### config.mk
export PLATFORM = sky130hd
export DESIGN_NAME = button_event_ctrl
export DESIGN_NICKNAME = d
export VERILOG_FILES = /design/src/rtl/alarm_pkg.sv /design/src/rtl/lowest_first_enc.sv /design/src/rtl/button_event_ctrl.sv
export SDC_FILE = /design/constraint.sdc
export NUM_CORES = 1
export LEC_CHECK = 0
export CORE_MARGIN = 4
export CORE_UTILIZATION = 56
export CTS_CLUSTER_SIZE = 40
export DETAILED_ROUTE_END_ITERATION = 6
export PLACE_DENSITY = 0.79
export SLEW_MARGIN = 5
export SYNTH_ARGS = -nofsm -noshare
export SYNTH_HDL_FRONTEND = slang
export SYNTH_SLANG_ARGS = --single-unit
### constraint.sdc
create_clock -name clk -period 6.2 [get_ports clk]
set_input_delay 1.55 -clock clk [delete_from_list [all_inputs] [get_ports clk]]
set_output_delay 1.55 -clock clk [all_outputs]
set_load 0.05 [all_outputs]
### src/rtl/alarm_pkg.sv
// Shared types and constants for the alarm-clock front-panel logic.
package alarm_pkg;

  typedef enum logic [1:0] {
    BTN_IDLE,
    BTN_HELD,
    BTN_REPEAT
  } btn_state_t;

  localparam int unsigned CLK_FREQ_HZ = 38_000_000;

  function automatic int unsigned max_u(input int unsigned a, input int unsigned b);
    return (a > b) ? a : b;
  endfunction

endpackage

### src/rtl/lowest_first_enc.sv
// Combinational lowest-set-bit encoder used to pick which pressed button is granted.
module lowest_first_enc #(
  parameter int unsigned NBTN = 4
) (
  input  logic [NBTN-1:0]         req,
  output logic                    valid,
  output logic [$clog2(NBTN)-1:0] idx
);

  localparam int unsigned IW = $clog2(NBTN);

  // Scan from the top down so the lowest set bit is the last one written.
  always_comb begin
    valid = 1'b0;
    idx   = '0;
    for (int unsigned i = NBTN; i > 0; i--) begin
      if (req[i-1]) begin
        valid = 1'b1;
        idx   = IW'(i - 1);
      end
    end
  end

endmodule

### src/rtl/button_event_ctrl.sv
// Grants one debounced button at a time and emits single-cycle press, long,
// auto-repeat and release pulses for the owning button.
module button_event_ctrl
  import alarm_pkg::*;
#(
  parameter int unsigned NBTN          = 4,
  parameter int unsigned LONG_CYCLES   = CLK_FREQ_HZ,
  parameter int unsigned REPEAT_CYCLES = CLK_FREQ_HZ / 5
) (
  input  logic                    clk,
  input  logic                    reset,
  input  logic [NBTN-1:0]         btn_db,
  output logic [NBTN-1:0]         press_pulse,
  output logic [NBTN-1:0]         long_pulse,
  output logic [NBTN-1:0]         repeat_pulse,
  output logic [NBTN-1:0]         release_pulse,
  output logic [$clog2(NBTN)-1:0] held_idx,
  output logic                    busy
);

  localparam int unsigned IW = $clog2(NBTN);
  localparam int unsigned CW = $clog2(max_u(LONG_CYCLES, REPEAT_CYCLES));
  localparam logic [CW-1:0] LONG_LAST = CW'(LONG_CYCLES - 1);
  localparam logic [CW-1:0] REP_LAST  = CW'(REPEAT_CYCLES - 1);

  btn_state_t      state_q, state_d;
  logic [CW-1:0]   cnt_q, cnt_d;
  logic [IW-1:0]   idx_q, idx_d;
  logic [NBTN-1:0] btn_prev_q, btn_prev_d;
  logic [NBTN-1:0] press_q, press_d;
  logic [NBTN-1:0] long_q, long_d;
  logic [NBTN-1:0] rep_q, rep_d;
  logic [NBTN-1:0] rel_q, rel_d;
  logic            busy_q, busy_d;

  logic [NBTN-1:0] rise;
  logic            grant_valid;
  logic [IW-1:0]   grant_idx;

  assign rise = btn_db & ~btn_prev_q;

  lowest_first_enc #(.NBTN(NBTN)) u_grant_enc (
    .req   (rise),
    .valid (grant_valid),
    .idx   (grant_idx)
  );

  always_comb begin
    state_d    = state_q;
    cnt_d      = cnt_q;
    idx_d      = idx_q;
    btn_prev_d = btn_db;
    press_d    = '0;
    long_d     = '0;
    rep_d      = '0;
    rel_d      = '0;

    unique case (state_q)
      BTN_IDLE: begin
        if (grant_valid) begin
          press_d[grant_idx] = 1'b1;
          idx_d              = grant_idx;
          cnt_d              = '0;
          state_d            = BTN_HELD;
        end
      end
      BTN_HELD, BTN_REPEAT: begin
        if (!btn_db[idx_q]) begin
          rel_d[idx_q] = 1'b1;
          cnt_d        = '0;
          // A fresh rise on the release edge is handed off without passing through idle.
          if (grant_valid) begin
            press_d[grant_idx] = 1'b1;
            idx_d              = grant_idx;
            state_d            = BTN_HELD;
          end else begin
            idx_d   = '0;
            state_d = BTN_IDLE;
          end
        end else if (state_q == BTN_HELD && cnt_q == LONG_LAST) begin
          long_d[idx_q] = 1'b1;
          cnt_d         = '0;
          state_d       = BTN_REPEAT;
        end else if (state_q == BTN_REPEAT && cnt_q == REP_LAST) begin
          rep_d[idx_q] = 1'b1;
          cnt_d        = '0;
        end else begin
          cnt_d = cnt_q + CW'(1);
        end
      end
      default: state_d = BTN_IDLE;
    endcase

    busy_d = (state_d != BTN_IDLE);
  end

  always_ff @(posedge clk or negedge reset) begin
    if (!reset) begin
      state_q    <= BTN_IDLE;
      cnt_q      <= '0;
      idx_q      <= '0;
      btn_prev_q <= '1;
      press_q    <= '0;
      long_q     <= '0;
      rep_q      <= '0;
      rel_q      <= '0;
      busy_q     <= 1'b0;
    end else begin
      state_q    <= state_d;
      cnt_q      <= cnt_d;
      idx_q      <= idx_d;
      btn_prev_q <= btn_prev_d;
      press_q    <= press_d;
      long_q     <= long_d;
      rep_q      <= rep_d;
      rel_q      <= rel_d;
      busy_q     <= busy_d;
    end
  end

  assign press_pulse   = press_q;
  assign long_pulse    = long_q;
  assign repeat_pulse  = rep_q;
  assign release_pulse = rel_q;
  assign held_idx      = idx_q;
  assign busy          = busy_q;

endmodule

# Word level (Yosys, flattened, before mapping)
# Index checks and enable logic that the tools add are counted.
dict set report word_totals {
  register_bits 51
  out_inout_bits 19
  word_cells 72
}
dict set report classes {
  add_sub_neg 1
  order_cmp 4
  eq_ne 6
  muxes 40
  bitwise 2
  reduce_logical 10
}
# op count
set ops {}
lappend ops {{$mux W26} 4}
lappend ops {{$pmux W26 S2} 1}
lappend ops {{$mux W4} 11}
lappend ops {{$add A26 B1 Y26 const B} 1}
lappend ops {{$eq A26 B23 Y1 const B} 1}
lappend ops {{$eq A26 B26 Y1 const B} 1}
lappend ops {{$mux W2} 10}
lappend ops {{$mux W1} 8}
lappend ops {{$pmux W2 S2} 2}
lappend ops {{$pmux W4 S2} 1}
lappend ops {{$lt A2 B3 Y1 const B} 2}
lappend ops {{$and A4 B4 Y4} 1}
lappend ops {{$demux W1 S2} 2}
lappend ops {{$ge A2 B1 Y1 const B} 2}
lappend ops {{$logic_and A1 B1 Y1} 4}
lappend ops {{$ne A2 B2 Y1 const B} 2}
lappend ops {{$not A4 Y4} 1}
lappend ops {{$reduce_bool A2 Y1} 2}
lappend ops {{$reduce_and A3 Y1} 1}
lappend ops {{$bmux W1 S2} 1}
lappend ops {{$eq A2 B1 Y1 const B} 1}
lappend ops {{$eq A2 B2 Y1 const B} 1}
lappend ops {{$logic_not A2 Y1} 1}
lappend ops {{$reduce_and A2 Y1} 1}
lappend ops {{$reduce_or A2 Y1} 1}

# Depth between registers and ports, before layout
# Gate-level depths: netlist of the first run.
dict set report logic_depth {
  depth_word 13
  mapped_depth 8
  depth_no_buf 7
}

# Modules after synthesis
# From an unflattened synthesis of the first run, not the netlist that was laid out.
dict set report hier_totals {
  cells_unflattened 296
  hier_area_um2 2733.9
}
# mod instances cells_each area_per_inst_um2 seq_area_each_um2
set by_module_without_submodules {}
lappend by_module_without_submodules {button_event_ctrl 1 289 2698.8 1281.2}
lappend by_module_without_submodules {lowest_first_enc 1 7 35.0 0.0}

# Worst setup path before layout of the first run
# OpenSTA, ideal clock, no wires.
dict set report synth_timing {
  kind {input port to flip-flop}
  from {input port btn_db[0]}
  to {register cnt_q[4]}
  setup_time_ps 95
  arrival_ps 3108
  slack_ps 2997
  cell_stages 7
  n_path_buf 2
  path_cell_list {nor2b_1 > nor4_1 > a21o_1 > buf_2 > buf_1 > a22oi_1 > o31ai_1}
}
dict set report synth_via {
  elab_chain_len 4
}
# element line
set synth_rtl {}
lappend synth_rtl {{start, declared} button_event_ctrl.sv:12} ;# input logic [NBTN-1:0] btn_db,
lappend synth_rtl {{$bmux W1 S2 or $and A4 B4 Y4 (tied branches)} {button_event_ctrl.sv:68, button_event_ctrl.sv:40}}
lappend synth_rtl {{$mux W1 (on tied branches)} {button_event_ctrl.sv:68, lowest_first_enc.sv:17}}
lappend synth_rtl {{$mux W26 or $ne A2 B2 Y1 (tied branches)} n/a}
lappend synth_rtl {{$pmux W26 S2 or $reduce_and A2 Y1 (tied branches)} n/a}
lappend synth_rtl {{end signal, assigned} button_event_ctrl.sv:110} ;# cnt_q <= cnt_d;
lappend synth_rtl {{end, declared} button_event_ctrl.sv:27} ;# logic [CW-1:0] cnt_q, cnt_d;
# Several ways; a longest one is shown, not always the timed one. The select of a mux whose other input is x is not followed.
# A chain may end at the register's enable or synchronous reset.

# Worst setup path after layout of the first run
dict set report layout_timing {
  from {input port btn_db[0]}
  to {register cnt_q[8]}
}
# The elaborated chain is that of the path after synthesis.

==> results of run 1 <==
## per-layer routing
metal  routed length, microns  up-vias  part of all wire
met5                        0        -                 0
met4                       89        0             0.016
met3                      271        7             0.048
met2                     2750       61              0.49
met1                     2480     1052              0.44
li1                         -     1015                 -
## synthesized netlist by cell type, types with 2 or more instances
cell type	count
a2111oi_0	7
a211oi_1	4
a21o_1	2
a21oi_1	8
a31oi_1	2
a32oi_1	3
and2_1	8
and3_1	3
and3b_1	2
and4_1	3
buf_1	2
buf_2	7
clkbuf_1	9
dfrtp_1	47
dfstp_2	4
ha_1	5
inv_1	8
nand2_1	18
nand2b_1	6
nand3_1	12
nand4_1	10
nand4b_1	2
nor2_1	26
nor2b_1	5
nor3_1	7
nor4_1	3
nor4b_1	2
nor4bb_1	3
o21ai_0	6
o311ai_0	3
o31ai_1	7
or3_1	2
or4_1	7
xnor2_1	11
## cells in the final DEF, fill, tap and decap left out, drive strengths merged, types with 2 or more instances in the layout
cell           Yosys  routed
o31ai              7       7
nand4b             2       2
o311ai             3       3
xnor2             11      11
dfstp              4       4
a21oi              9       9
nor2              26      26
nor4b              2       2
dfrtp             47      47
nand2b             6       6
a31oi              2       2
clkbuf             9       5
nand3             12      12
clkinv             0       2
ha                 5       5
and3b              2       2
and2               8       8
or4                7       7
nor2b              5       5
and4               3       3
or3                2       2
nor3               7       7
a211oi             4       4
and3               3       3
nand2             18      18
nor4bb             3       3
a2111oi            7       7
a32oi              3       3
clkdlybuf4s50      0      23
nand4             10      10
a21o               2       2
inv                8       9
o21ai              6       6
nor4               3       3
buf               10       2
## cell families after synthesis
group,after synthesis,share of synthesized area
AO/OA/AOI/OAI,51,0.139
XOR/XNOR,11,0.0366
adder cells (fa/ha/maj),5,0.0238
buffers and inverters,27,0.0433
flip-flops,51,0.487
multiplexers,3,0.0166
AND/OR/NAND/NOR,121,0.254
## final timing paths
kind | start | end | slack (ns) | cells after the start
setup reg to reg | cnt_q[0] | cnt_q[14] | 3.52 | 6
setup / recovery | btn_db[0] | cnt_q[8] | 2.26 | 7
hold / removal | cnt_q[0] | cnt_q[0] | 0.56 | 1
max in group asynchronous | reset | cnt_q[15] | 4.09 | 1
hold reg to reg | cnt_q[0] | cnt_q[0] | 0.56 | 1
min in group asynchronous | reset | press_pulse[1] | 1.44 | 1
## state kept, by name, indices dropped and copies added, names as in the netlist
| signal | flops |
|---|---|
| cnt_q | 26 |
| btn_prev_q | 4 |
| long_pulse | 4 |
| press_pulse | 4 |
| release_pulse | 4 |
| repeat_pulse | 4 |
| held_idx | 2 |
| state_q | 2 |
| busy | 1 |
## critical path: cells and delay by family
family / cells / cell delay (ns)
AND/OR/NAND/NOR: 3 / 1.11
buffers and inverters: 2 / 0.73
AO/OA/AOI/OAI: 2 / 0.76
## metrics by stage
step	setup WS [ns]	power, mW
final	2.26	0.900
after detailed placement	1.93	0.702
after global routing	2.03	0.958
after CTS	2.28	0.906
after floorplan	3.00	0.622
after global placement	2.03	0.694
## layout make-up
type	instances	area share
clock inverters	3	0.00972
inverters	8	0.0101
flip-flops and latches	51	0.433
repair buffers	25	0.0820
well taps	52	0.0220
clock buffers	5	0.0232
multi-input cells	191	0.420
## power by group
part,total [mW],internal [mW],switching (mW)
logic,0.306,0.0980,0.208
registers,0.391,0.362,0.0286
clock network,0.203,0.0838,0.119
total,0.900,0.544,0.356
==> metrics.cfg, run 1 <==
[outcome]
status = completed

[timing]
rsz0062_at_grt = no
setup_viol = 0
fmax_ghz = 0.254
fin_skew_ns = 0.00673
worst_pin_slew_ns = 1.10
relSlewSlack = 0.266
fin_crit_sh = 0.635
hold_viol_final = 0
fin_setup_tns_ns = 0
slew_violations = 0
hold_ws_ns = 0.565
finalCriticalPeriod_ns = 3.94

[global_route]
grt_pass1_wl_microns = 10000
grtUsageMet2 = 0.354
grt_max_degree = 52
antenna_found_initial = 0
grt_busiest_layer = met2
grtUsageMet3 = 0.0437
grt_use_met1 = 0.263
grt_pass1_vias = 2159
grt_overflow_total = 0
grt_usage = 0.208

[die]
rows = 24
core_sq_mm = 0.00444
initial_core_util = 0.592
die-area_sq_mm = 0.00586
pin_count = 25
die_width_microns = 76.6
die_h_microns = 76.6

[clock_network]
cts.sinks = 51
postCtsSetupBuffers = 0
holdBufCountCts = 0
clk_root_buffer_cell = clkbuf_8
cts.clk_slew.worst_paths_ns = 0.10
cts_htree_levels = 2
cts_made_buffers = 5
ctsResizeCount = 0
cts_buffer_depth = 2
cts_tree = yes
clk_latency_ns = 0.31

[worst_setup_path]
crit_required_ns = 6.41
cp_max_fo = 23
cp_cell_sequence = clkdlybuf4s50_1, nor2b_1, nor4_2, buf_4, a21o_1, or3b_1, o311ai_0
slowest_delay_ns = 0.61
cp-start-kind = primary input
cp-end-kind = register
arrival_ns = 4.15
worstSetupPathType = in -> reg
cp_slowest_cell = or3b_1

[synthesis]
avgSynthCellArea_sq_um = 9.79
synth-async-reset-ratio = 1.00
netlist_area_sq_mm = 0.00263
synth_largest_area_cell = dfrtp_1
seq_area_frac_synth = 0.487
ys_ff_latch = 51
synth_edf_count = 0
synth.distinct_cells = 49
ys.flop_type = dfrtp_1
ys_warn_count = 0
synthCells = 269
synth_fp_nets = 280
synth_top_area_share = 0.447
synth_area_leaders = dfrtp_1 (45%), dfstp_2 (4.0%), nor2_1 (3.7%)

[placement]
placed_area_sq_mm = 0.00286
hpwl_microns = 3830
port-buffer-count = 24
gp_congestion = 0.847
place_inst = 327

[layout]
final_cells = 335
multiInputGateArea_sq_mm = 0.00124
fillers = 380
final_util = 0.666
final-seq-area_sq_mm = 0.00128
layout.cell_area.non_filler_sq_mm = 0.00296
syn_to_final_growth_pct = 12.5
drive_above_1_share = 0.0707
antennaDiodeCount = 0
nets = 293

[job]
maxCapViolCount = 0

[route]
routed_wl_microns = 5600
ant_nets = 0
wl_per_cell_microns = 16.7
drt_iter0_drc = 143
dr_total_vias = 2135
drc = 0
via_per_inst = 6.37
dr.pass1.iters = 4

[hold_path]
hold_class = reg -> reg

[power]
p_leak_nw = 1.14
power_density_mw_per_mm2 = 304
ir_worst_vdd_uv = 167

Power figures use the tool's default switching activity.
==> inputs of run 2 (changes only) <==
- CORE_UTILIZATION: 56 -> 51
- PLACE_DENSITY: 0.79 -> 0.76
- clock period: 6.2 -> 3.6 ns (I/O delays scaled with it)
==> metrics.cfg, run 2 (same netlist as run 1, synthesis figures left out) <==
[outcome]
status = completed

[route]
drt_iter0_drc = 138
drc = 0
dr.pass1.iters = 4
via_per_inst = 5.95
routed_wl_microns = 5610
dr_total_vias = 2112
ant_nets = 0
wl_per_cell_microns = 15.8

[global_route]
grt_overflow_total = 0
grt_usage = 0.197
grt_pass1_wl_microns = 9850
antenna_found_initial = 0
grt_pass1_vias = 1968
grt_max_degree = 36

[layout]
fillers = 436
final-seq-area_sq_mm = 0.00128
regMostFlops = cnt_q
final_common_cell = dfrtp_1
multiInputGateArea_sq_mm = 0.00124
antennaDiodeCount = 0
final_cells = 355
layout_common_cells = dfrtp_1 (47), nor2_1 (26), clkdlybuf4s50_1 (23)
largest_reg_flops = 26
final_util = 0.626
layout.cell_area.non_filler_sq_mm = 0.00304
syn_to_final_growth_pct = 15.3
drive_above_1_share = 0.0868
nets = 298

[timing]
setup_viol = 0
fmax_ghz = 0.362
rsz0062_at_grt = no
worst_pin_slew_ns = 0.779
relSlewSlack = 0.481
fin_skew_ns = 0.00651
fin_crit_sh = 0.768
fin_setup_tns_ns = 0
hold_viol_final = 0
finalCriticalPeriod_ns = 2.77
slew_violations = 0

[clock_network]
cts.clk_slew.worst_paths_ns = 0.10
clk_root_buffer_cell = clkbuf_8
clk_latency_ns = 0.31
postCtsSetupBuffers = 0
cts_buffer_depth = 2
cts.sinks = 51
cts_made_buffers = 5
ctsResizeCount = 0
holdBufCountCts = 0
cts_htree_levels = 2
cts_tree = yes

[placement]
gp_congestion = 0.901
port-buffer-count = 24
placed_area_sq_mm = 0.00292
place_inst = 347
hpwl_microns = 3890

[power]
power_density_mw_per_mm2 = 540
finalPower_mw = 1.64
ir_worst_vdd_uv = 255
p_leak_nw = 1.17

[worst_setup_path]
cp_max_fo = 9
cp-start-kind = primary input
worstSetupPathType = in -> reg
cp-end-kind = register
crit_required_ns = 3.80
arrival_ns = 2.97
reg2regPathDepth = 5

[die]
rows = 25
pin_count = 25
initial_core_util = 0.543
die-area_sq_mm = 0.00638
die_h_microns = 79.8
core_sq_mm = 0.00485
die_width_microns = 79.8

[hold_path]
hold_class = reg -> reg
hold_depth = 2

[job]
maxCapViolCount = 0

==> run 2: worst paths after layout <==
path / from / end / slack [ns]
worst min register to register: cnt_q[1] / cnt_q[1] / 0.55
worst max register to register: cnt_q[6] / cnt_q[23] / 1.21
max in group asynchronous: reset / btn_prev_q[1] / 2.16
worst max-delay path: btn_db[1] / cnt_q[8] / 0.83
min in group asynchronous: reset / cnt_q[0] / 0.65
worst min-delay path: cnt_q[1] / cnt_q[1] / 0.55
==> run 2: through the flow <==
step | hold WS, ns | setup WS [ns]
after global placement | 0.523 | 0.593
after global routing | 0.593 | 0.708
final | 0.554 | 0.834
after detailed placement | 0.528 | 0.489
after floorplan | 0.490 | 1.05
after CTS | 0.550 | 0.830
==> run 2: per-layer routing <==
metal | vias to the layer above | part of all wire | GRT usage
li1 | 1028 | - | -
met5 | - | 0 | 0
met2 | 61 | 0.45 | 0.294
met1 | 1015 | 0.48 | 0.285
met4 | 0 | 0.015 | 0.0709
met3 | 8 | 0.058 | 0.0406
==> run 2: layout make-up <==
type	count	area share
sequential	51	0.422
clock buffer	5	0.0227
clock inverter	3	0.0157
timing repair buffer	30	0.0923
tap	67	0.0276
inverter	8	0.00989
multi-input combinational	191	0.410
==> run 2: critical path, stage by stage <==
cell             delay [ns]
clkdlybuf4s50_1        0.52
mux4_2                 0.29
and2_1                 0.21
o31a_1                 0.17
or3b_1                 0.51
o311ai_0               0.36
==> run 2: where the power goes <==
group          internal [mW]  leakage, nW  switching, mW  total [mW]
clock network          0.211       0.0587          0.200       0.411
registers              0.624        0.687         0.0525       0.676
logic                  0.188        0.426          0.362       0.551
total                   1.02         1.17          0.615        1.64
